`config.mk`:
```
export PLATFORM = sky130hd
export DESIGN_NAME = ball_motion_ctrl
export DESIGN_NICKNAME = d
export VERILOG_FILES = /design/src/rtl/vga_pkg.sv /design/src/rtl/ball_motion_ctrl_axis_step.sv /design/src/rtl/ball_motion_ctrl.sv
export SDC_FILE = /design/constraint.sdc
export NUM_CORES = 1
export LEC_CHECK = 0
export CAP_MARGIN = 20
export CORE_ASPECT_RATIO = 0.7
export CORE_UTILIZATION = 55
export DETAILED_ROUTE_END_ITERATION = 10
export DONT_BUFFER_PORTS = 1
export PLACE_DENSITY_LB_ADDON = 0.1
export SLEW_MARGIN = 10
export SYNTH_ARGS = -nofsm -noshare
export SYNTH_HDL_FRONTEND = slang
export SYNTH_SLANG_ARGS = --single-unit
export TNS_END_PERCENT = 5
```
`constraint.sdc`:
```
create_clock -name clk -period 9 [get_ports clk]
set_input_delay 0.9 -clock clk [delete_from_list [all_inputs] [get_ports clk]]
set_output_delay 0.9 -clock clk [all_outputs]
set_load 0.005 [all_outputs]
```
`src/rtl/vga_pkg.sv`:
```
// Shared types and default geometry for the ball motion controller.
package vga_pkg;

  localparam int DEF_H_ACTIVE  = 640;
  localparam int DEF_V_ACTIVE  = 480;
  localparam int DEF_BALL_SIZE = 4;

  typedef enum logic {
    POS = 1'b0,
    NEG = 1'b1
  } dir_t;

  typedef enum logic [1:0] {
    IDLE   = 2'd0,
    CALC   = 2'd1,
    COMMIT = 2'd2
  } ctrl_state_t;

endpackage

```
`src/rtl/ball_motion_ctrl_axis_step.sv`:
```
// One-axis position step with edge reflection and range clamp.
module axis_step
  import vga_pkg::*;
#(
  parameter int MAX = 636,
  parameter int W   = 10
) (
  input  logic [W-1:0] pos,
  input  dir_t         dir,
  input  logic [3:0]   speed,
  output logic [W-1:0] pos_nxt,
  output dir_t         dir_nxt,
  output logic         flip
);

  localparam logic [W:0] LIM  = (W+1)'(MAX);
  localparam logic [W:0] LIM2 = (W+1)'(2 * MAX);

  logic [W:0] sum;
  logic [W:0] ext;
  logic [W:0] refl;
  logic [W:0] rise;

  always_comb begin
    sum     = {1'b0, pos} + (W+1)'(speed);
    ext     = (W+1)'(speed);
    refl    = LIM2 - sum;
    rise    = ext - {1'b0, pos};
    pos_nxt = pos;
    dir_nxt = dir;
    flip    = 1'b0;
    if (dir == POS) begin
      if (sum > LIM) begin
        flip    = 1'b1;
        dir_nxt = NEG;
        // overshoot beyond a full span lands on the far edge
        pos_nxt = (sum > LIM2) ? '0 : W'(refl);
      end else begin
        pos_nxt = W'(sum);
      end
    end else begin
      if (ext > {1'b0, pos}) begin
        flip    = 1'b1;
        dir_nxt = POS;
        pos_nxt = (rise > LIM) ? W'(LIM) : W'(rise);
      end else begin
        pos_nxt = pos - W'(speed);
      end
    end
  end

endmodule

```
`src/rtl/ball_motion_ctrl.sv`:
```
// Per-frame ball position update: IDLE -> CALC -> COMMIT with tick queueing.
module ball_motion_ctrl
  import vga_pkg::*;
#(
  parameter int H_ACTIVE  = DEF_H_ACTIVE,
  parameter int V_ACTIVE  = DEF_V_ACTIVE,
  parameter int BALL_SIZE = DEF_BALL_SIZE
) (
  input  logic       clk,
  input  logic       reset,
  input  logic       frame_tick,
  input  logic       pause,
  input  logic [3:0] speed_x,
  input  logic [3:0] speed_y,
  output logic [9:0] ball_x,
  output logic [9:0] ball_y,
  output logic       pos_valid,
  output logic       bounce,
  output logic [7:0] bounce_cnt
);

  localparam int MAX_X = H_ACTIVE - BALL_SIZE;
  localparam int MAX_Y = V_ACTIVE - BALL_SIZE;

  ctrl_state_t state;
  ctrl_state_t state_nxt;

  logic       pending;
  logic       go;
  logic       load;
  logic       commit;
  logic       busy;
  logic [3:0] spd_x;
  logic [3:0] spd_y;
  logic       frz;
  dir_t       dir_x;
  dir_t       dir_y;
  logic [9:0] x_nxt;
  logic [9:0] y_nxt;
  dir_t       dx_nxt;
  dir_t       dy_nxt;
  logic       flip_x;
  logic       flip_y;
  logic       hit;

  assign go  = frame_tick | pending;
  assign hit = ~frz & (flip_x | flip_y);

  axis_step #(.MAX(MAX_X), .W(10)) u_step_x (
    .pos     (ball_x),
    .dir     (dir_x),
    .speed   (spd_x),
    .pos_nxt (x_nxt),
    .dir_nxt (dx_nxt),
    .flip    (flip_x)
  );

  axis_step #(.MAX(MAX_Y), .W(10)) u_step_y (
    .pos     (ball_y),
    .dir     (dir_y),
    .speed   (spd_y),
    .pos_nxt (y_nxt),
    .dir_nxt (dy_nxt),
    .flip    (flip_y)
  );

  always_ff @(posedge clk) begin
    if (!reset) state <= IDLE;
    else        state <= state_nxt;
  end

  always_comb begin
    state_nxt = state;
    unique case (state)
      IDLE:    if (go) state_nxt = CALC;
      CALC:    state_nxt = COMMIT;
      COMMIT:  state_nxt = IDLE;
      default: state_nxt = IDLE;
    endcase
  end

  always_comb begin
    load   = (state == IDLE) && go;
    commit = (state == COMMIT);
    busy   = (state == CALC) || (state == COMMIT);
  end

  always_ff @(posedge clk) begin
    if (!reset) begin
      pending    <= 1'b0;
      spd_x      <= '0;
      spd_y      <= '0;
      frz        <= 1'b0;
      ball_x     <= 10'(MAX_X / 2);
      ball_y     <= 10'(MAX_Y / 2);
      dir_x      <= POS;
      dir_y      <= POS;
      pos_valid  <= 1'b0;
      bounce     <= 1'b0;
      bounce_cnt <= '0;
    end else begin
      // a tick during an update is held once; later ones are dropped
      if (load)                   pending <= 1'b0;
      else if (busy & frame_tick) pending <= 1'b1;
      if (load) begin
        spd_x <= speed_x;
        spd_y <= speed_y;
        frz   <= pause;
      end
      pos_valid <= commit;
      bounce    <= commit & hit;
      if (commit && !frz) begin
        ball_x <= x_nxt;
        ball_y <= y_nxt;
        dir_x  <= dx_nxt;
        dir_y  <= dy_nxt;
      end
      if (commit && hit && bounce_cnt != 8'hFF)
        bounce_cnt <= bounce_cnt + 8'd1;
    end
  end

endmodule

```
==> results.toml, run 1 <==
[floorplan]
die_y_um = 75.72
ios = 42
die_w_um = 107.3
rows = 26
initial_core_util_pct = 57.57
core_mm2 = 0.007417
die_area_mm2 = 0.008126

[timing]
period_share_pct = 43.35
tightest_slew_ps = 806.4
slew_violations = 0
fmax_ghz = 0.2563
tns_ps = 0
fin_skew_ps = 12.11
slew_headroom_pct = 46.18
rsz0062_at_grt = "no"
min_period_ps = 3901
finalWorstSetupSlack_ps = 5099
finalSetupViolations = 0
hold_viol = 0

[clock_tree]
cts_setup_buffers = 0
cts-root-buf = "clkbuf_8"
postCtsHoldBufs = 0
cts_buffers = 5
cts.path.max_buffers = 2
insertion_delay_ps = 300
cts_max_level = 2
cts_resized = 0
cts_tree = "done"
clkTransAtPathRegs_ps = 80
clock_sinks = 44

[pwr]
swShare_pct = 37.22
power_frac_comb_pct = 35.1
p_leak_nw = 1.637
clkPwrFrac_pct = 23.0
vdd_drop_max_mv = 0.08993
p_int_mw = 0.3293
p_sw_mw = 0.1953
power.sequential.fraction_pct = 41.8
powerDensity_mw_per_mm2 = 121.9

[layout]
diodes = 0
multi_input_area_mm2 = 0.003069
nets = 572
fillerInstances = 686
area_delta_synth_final_pct = 0.7911
drive_above_1_share_pct = 7.634
fin_cells = 622
regArea_um2 = 880.8
post-route-util_pct = 58.03

[synth]
synthAdderAreaFrac_pct = 11.60
ys_ff_latch = 44
synth-edff-count = 0
synthSimpleGateAreaFrac_pct = 23.53
muxShareOfSynthArea_pct = 4.747
postSynthCellCount = 544
netlist_area_mm2 = 0.004270
syn-num-nets = 592
postSynth.asyncResetShare_pct = 0
yosysTopAreaCell = "dfxtp_1"
synthTopCellsByArea = "dfxtp_1 21%, ha_1 8.8%, a21oi_1 5.4%"
syn_area_per_cell_um2 = 7.850
synth_compound_area_share_pct = 25.64
synth_flop_cell = "dfxtp_1"
synth_warnings = 0
synth_cell_types = 84
synth_top_family_by_area = "compound AO/OA/AOI/OAI gates"
seq_area_frac_synth_pct = 20.63
synth_xor_area_share_pct = 6.358
synth_top_area_share_pct = 20.63

[grt]
grt_pass1_wl_um = 17590
grtUsageTotal_pct = 27.79
first_global_vias = 3358
grt_max_degree = 27
overflow = 0
antenna_found_initial = 0

[critical_path]
worstPathMaxFanout = 7
crit_type = "reg2reg"
cp.depth = 11
cp_num_buf_inv = 1
path_cells = "inv_1 > fa_1 > o21bai_1 > a21oi_1 > xor2_1 > a2111oi_0 > a32oi_1 > o21ai_1 > nand2b_1 > xnor2_1 > o41ai_1"
cp.required_ps = 9200
crit_path_end_kind = "flip-flop"
arrival_ps = 4100
r2r_cells = 11
cpPeakStageDelay_ps = 680
cp-start-kind = "flip-flop"
critical-path-slowest-cell = "a2111oi_0"
path_delay_family = "compound AO/OA/AOI/OAI gates"

[drt]
drc = 0
antenna_left = 0
avgRoutedWirePerCell_um = 17.62
drt_iter0_drc = 376
first_pass_iters = 5
viasPerCell = 6.305
vias = 3922
drt-total-wl_um = 10960

[placed_design]
routabilityCongestion = 0.9138
portBuffers = 0
dp.cells = 615
dp_hpwl_um = 8235
pre_cts_ws_ps = 5217

[hold_path]
hp-class = "reg2reg"
hold_path_depth = 2

[flow_run]
maxCapViolations = 0

[status]
status = "finished, final reports clean"
[metal layers]
layer  track usage [%]  part of all wire (%)  up-vias
li1                  -                     -     1911
met1             43.29                    52     1831
met2             38.78                    39      171
met3             6.074                   9.1        9
met4             4.718                  0.62        0
met5                 0                     0        -
[cell type report]
type	instances	area share (%)
tap	98	2.849
timing repair buffer	3	0.5233
clock inverter	1	0.1163
multi-input combinational	435	71.31
clock buffer	6	1.686
inverter	35	3.052
sequential	44	20.47
[kinds of logic (layout without fill, tap and decap cells)]
logic type / after synthesis / after routing
AOI/OAI and AO/OA: 157 / 157
xor gates and xnor gates: 31 / 31
adders and majority gates: 36 / 36
buffers and inverters: 65 / 45
DFF: 44 / 44
muxes: 20 / 20
and+or+nand+nor: 191 / 191
[synthesized netlist by cell type, drive strengths merged (7+ instances only)]
master  number
and2        11
inv         35
nand2       44
o21a         7
or3          8
nand2b      11
nor2        43
mux2i       18
o21ai       29
nor3        10
ha          30
nor2b       10
dfxtp       44
buf         10
clkbuf      20
a21oi       48
and3         7
xnor2       18
nand3       14
nand4        9
xor2        13
[tightest hold or removal path: stages, from the launching register on]
cell and delay (ps):
dfxtp_1 340, nand3_1 80, a21oi_1 50
[power by group through the flow]
stage          clock network [mW]  registers, mW  logic [mW]
3_3_place_gp                    0          0.223       0.180
4_1_cts                     0.124          0.219       0.181
6_report                    0.121          0.219       0.184
2_1_floorplan                   0          0.215       0.159
3_5_place_dp                    0          0.224       0.180
5_1_grt                     0.133          0.222       0.204
[layout by cell type, fill, tap and decap left out, types with 3 or more instances in the layout]
| cell type | n |
|---|---|
| clkbuf_8 | 5 |
| o22ai_1 | 6 |
| o21ai_0 | 26 |
| nor4_1 | 6 |
| o211ai_1 | 3 |
| or3_1 | 5 |
| a21oi_1 | 46 |
| or4_1 | 3 |
| and3_1 | 6 |
| nor3_1 | 10 |
| or2_2 | 3 |
| nor2_1 | 42 |
| xor2_1 | 13 |
| a211oi_1 | 5 |
| inv_1 | 35 |
| nor2b_1 | 10 |
| o21a_1 | 7 |
| and2_1 | 8 |
| fa_1 | 6 |
| mux2i_1 | 18 |
| nand3_1 | 14 |
| a211o_1 | 3 |
| o21bai_1 | 6 |
| dfxtp_1 | 44 |
| a2111oi_0 | 3 |
| a21o_1 | 4 |
| nand2_1 | 43 |
| ha_1 | 30 |
| a221oi_1 | 3 |
| nand4_1 | 9 |
| or3_2 | 3 |
| a31oi_1 | 6 |
| nand2b_1 | 11 |
| xnor2_1 | 18 |
| a22oi_1 | 3 |
| nor3b_1 | 3 |
| o221ai_1 | 3 |
| buf_4 | 3 |
[path summary, 6_finish.rpt]
| check | slack [ps] | end | from |
|---|---|---|---|
| setup / recovery | 5100 | ball_x[2] | ball_x[1] |
| hold / removal | 520 | state[1] | state[1] |
| setup reg to reg | 5100 | ball_x[2] | ball_x[1] |
| hold reg to reg | 520 | state[1] | state[1] |
[per-stage QoR]
step                      total power [mW]  hold WS (ps)  cell area [µm²]
after CTS                           0.5251         509.7             4304
after global placement              0.4029         492.3             4227
after floorplan                     0.3743         467.3             4270
final                               0.5246         515.0             4304
after global routing                0.5586         538.4             4304
after detailed placement            0.4041         496.0             4227
[sequential cells by signal, summed over array words and instances, names as in the netlist]
| signal | count |
|---|---|
| ball_x | 10 |
| frz | 1 |
| spd_y | 4 |
| pos_valid | 1 |
| ball_y | 10 |
| bounce_cnt | 8 |
| dir_y | 1 |
| pending | 1 |
| spd_x | 4 |
| dir_x | 1 |
| bounce | 1 |
| state | 2 |
No activity file was read; power rests on OpenSTA's default activity.
==> run 2: changes to the inputs <==
- ABC_AREA: not set -> 1
- clock period: 9 -> 3.6 ns (I/O delays scaled with it)
==> run 2 against run 1 <==
Design area grew 0.90%. Clock power grew to 2.6 times the previous value. Clock skew shrank 1.2 ps. Register-to-register slack lost 4500 ps. Die area shrank 0.97%. Core utilization grew 1.0 points. Fmax grew 32%. First-iteration DRC count grew 20%. Via count grew 9.1%. Final cell count grew 21%. Routed wire length grew 4.1%. Non-clock buffer count shrank 1. Largest cell class unchanged.
==> results.toml, run 2 <==
[status]
status = "finished, final reports clean"

[synth]
synth_common_cells = "164 x nand2_1, 87 x inv_1, 56 x a21oi_1"
syn-num-nets = 712
synth_top_area_share_pct = 20.83
yosysTopAreaCell = "dfxtp_1"
synth_top_family_by_area = "simple AND/OR/NAND/NOR gates"
synthAdderAreaFrac_pct = 11.72
synth_cell_types = 40
postSynthCellCount = 664
muxShareOfSynthArea_pct = 0
synth_xor_area_share_pct = 5.771
yosysMostFrequentCell = "nand2_1"
synthTopCellsByArea = "dfxtp_1 21%, nand2_1 15%, ha_1 8.9%"
synth_compound_area_share_pct = 15.98
synth_warnings = 0
ys_ff_latch = 44
synthSimpleGateAreaFrac_pct = 34.95
synth_flop_cell = "dfxtp_1"
syn_area_per_cell_um2 = 6.367
netlist_area_mm2 = 0.004228
seq_area_frac_synth_pct = 20.83
postSynth.asyncResetShare_pct = 0
synth-edff-count = 0

[drt]
viasPerCell = 5.691
drt-met1-wl_um = 5701
vias = 4280
top_layer_used = "met4"
drt-total-wl_um = 11410
antenna_left = 0
drc = 0
drt_iter0_drc = 451
avgRoutedWirePerCell_um = 15.17
first_pass_iters = 5
dr_wl_met3_um = 1177
wl_met2_um = 4454

[critical_path]
arrival_ps = 3110
cp.required_ps = 3750
crit_path_end_kind = "flip-flop"
worstPathMaxFanout = 13
cp-start-kind = "flip-flop"
crit_type = "reg2reg"

[clock_tree]
cts_max_level = 2
cts_resized = 0
clkTransAtPathRegs_ps = 90
cts-root-buf = "clkbuf_8"
cts.path.max_buffers = 2
cts_buffers = 5
insertion_delay_ps = 300
postCtsHoldBufs = 0
cts_tree = "done"
clock_sinks = 44
cts_setup_buffers = 0

[layout]
final_cell_mix = "164 x nand2_1, 87 x inv_1, 56 x a21oi_1, 53 x nor2_1, 51 x nand3_1"
diodes = 0
drive_above_1_share_pct = 7.951
nets = 702
top_regs = "ball_x (10), ball_y (10), bounce_cnt (8)"
layout_commonest_cell = "nand2_1"
area_delta_synth_final_pct = 2.723
fin_cells = 752

[timing]
fin_skew_ps = 10.93
slew_violations = 0
min_period_ps = 2959
period_share_pct = 82.20
hold_ws_ps = 138.5
fmax_ghz = 0.3379
tns_ps = 0
hold_viol = 0
finalSetupViolations = 0
slew_headroom_pct = 44.91
tightest_slew_ps = 825.4
rsz0062_at_grt = "no"

[floorplan]
die_y_um = 75.36
initial_core_util_pct = 57.51
core_mm2 = 0.007352
die_area_mm2 = 0.008047
die_w_um = 106.8
rows = 26
ios = 42

[flow_run]
maxCapViolations = 0

[pwr]
powerDensity_mw_per_mm2 = 421.3
p_leak_nw = 2.061
vdd_drop_max_mv = 0.2371
power.total_mw = 1.830

[grt]
grt_pass1_wl_um = 18280
antenna_found_initial = 0
first_global_vias = 3711
grtUsageTotal_pct = 29.41
grt_max_degree = 26
overflow = 0

[placed_design]
dp.cells = 745
dp_hpwl_um = 8900
portBuffers = 0
routabilityCongestion = 0.9184

[hold_path]
hp-class = "in2reg"
==> run 2: critical path: stages (launching register included) <==
cell     delay (ps)
dfxtp_1         420
inv_1            70
ha_1            490
nand2_1         130
o21ai_1         210
nand2_1          80
a21oi_1         180
nand3_1         400
a21oi_2         260
nand2_2          70
nand3_2         180
nand2_2         140
nand2_1          90
a21oi_1          70
==> run 2: final timing paths <==
| check | to | depth (start not counted) | slack [ps] | startpoint |
|---|---|---|---|---|
| hold reg to reg | spd_y[2] | 2 | 500 | spd_y[2] |
| hold / removal | ball_x[1] | 1 | 140 | reset |
| setup reg to reg | bounce_cnt[5] | 13 | 640 | ball_x[2] |
| setup / recovery | bounce_cnt[5] | 13 | 640 | ball_x[2] |
==> run 2: where the power goes <==
group,switching (mW),leakage (nW),internal [mW]
Combinational,0.603,1.66,0.296
Clock,0.184,0.0400,0.132
Sequential,0.0824,0.359,0.532
Total,0.870,2.06,0.960
==> run 2: layout make-up <==
class                   count  area (µm²)
clock buffers               5       68.82
clock inverters             2       12.51
fillers                   764        3009
inverters                  92       350.3
multi-input cells         509        2893
flip-flops and latches     44       880.8
well taps                  98       122.6
repair buffers              2       15.01
==> run 2: logic make-up after synthesis <==
logic type / Yosys count
xor+xnor: 27
fa+ha+maj: 36
buf+inv: 111
simple gates: 326
compound gates: 120
flops: 44
==> run 2: routing by layer <==
metal,global-route usage [%],vias up
met2,42.29,189
met3,8.127,10
met1,44.40,1955
met5,0,-
met4,3.805,0
li1,-,2126
==> run 2: per-stage QoR <==
step	instance area [µm²]	setup slack, ps	utilization (%)
final	4343	640.6	59.07
after global routing	4343	358.7	59.07
after CTS	4343	684.6	59.07
after detailed placement	4262	711.8	57.96
after global placement	4262	767.7	57.96
after floorplan	4228	1256	-
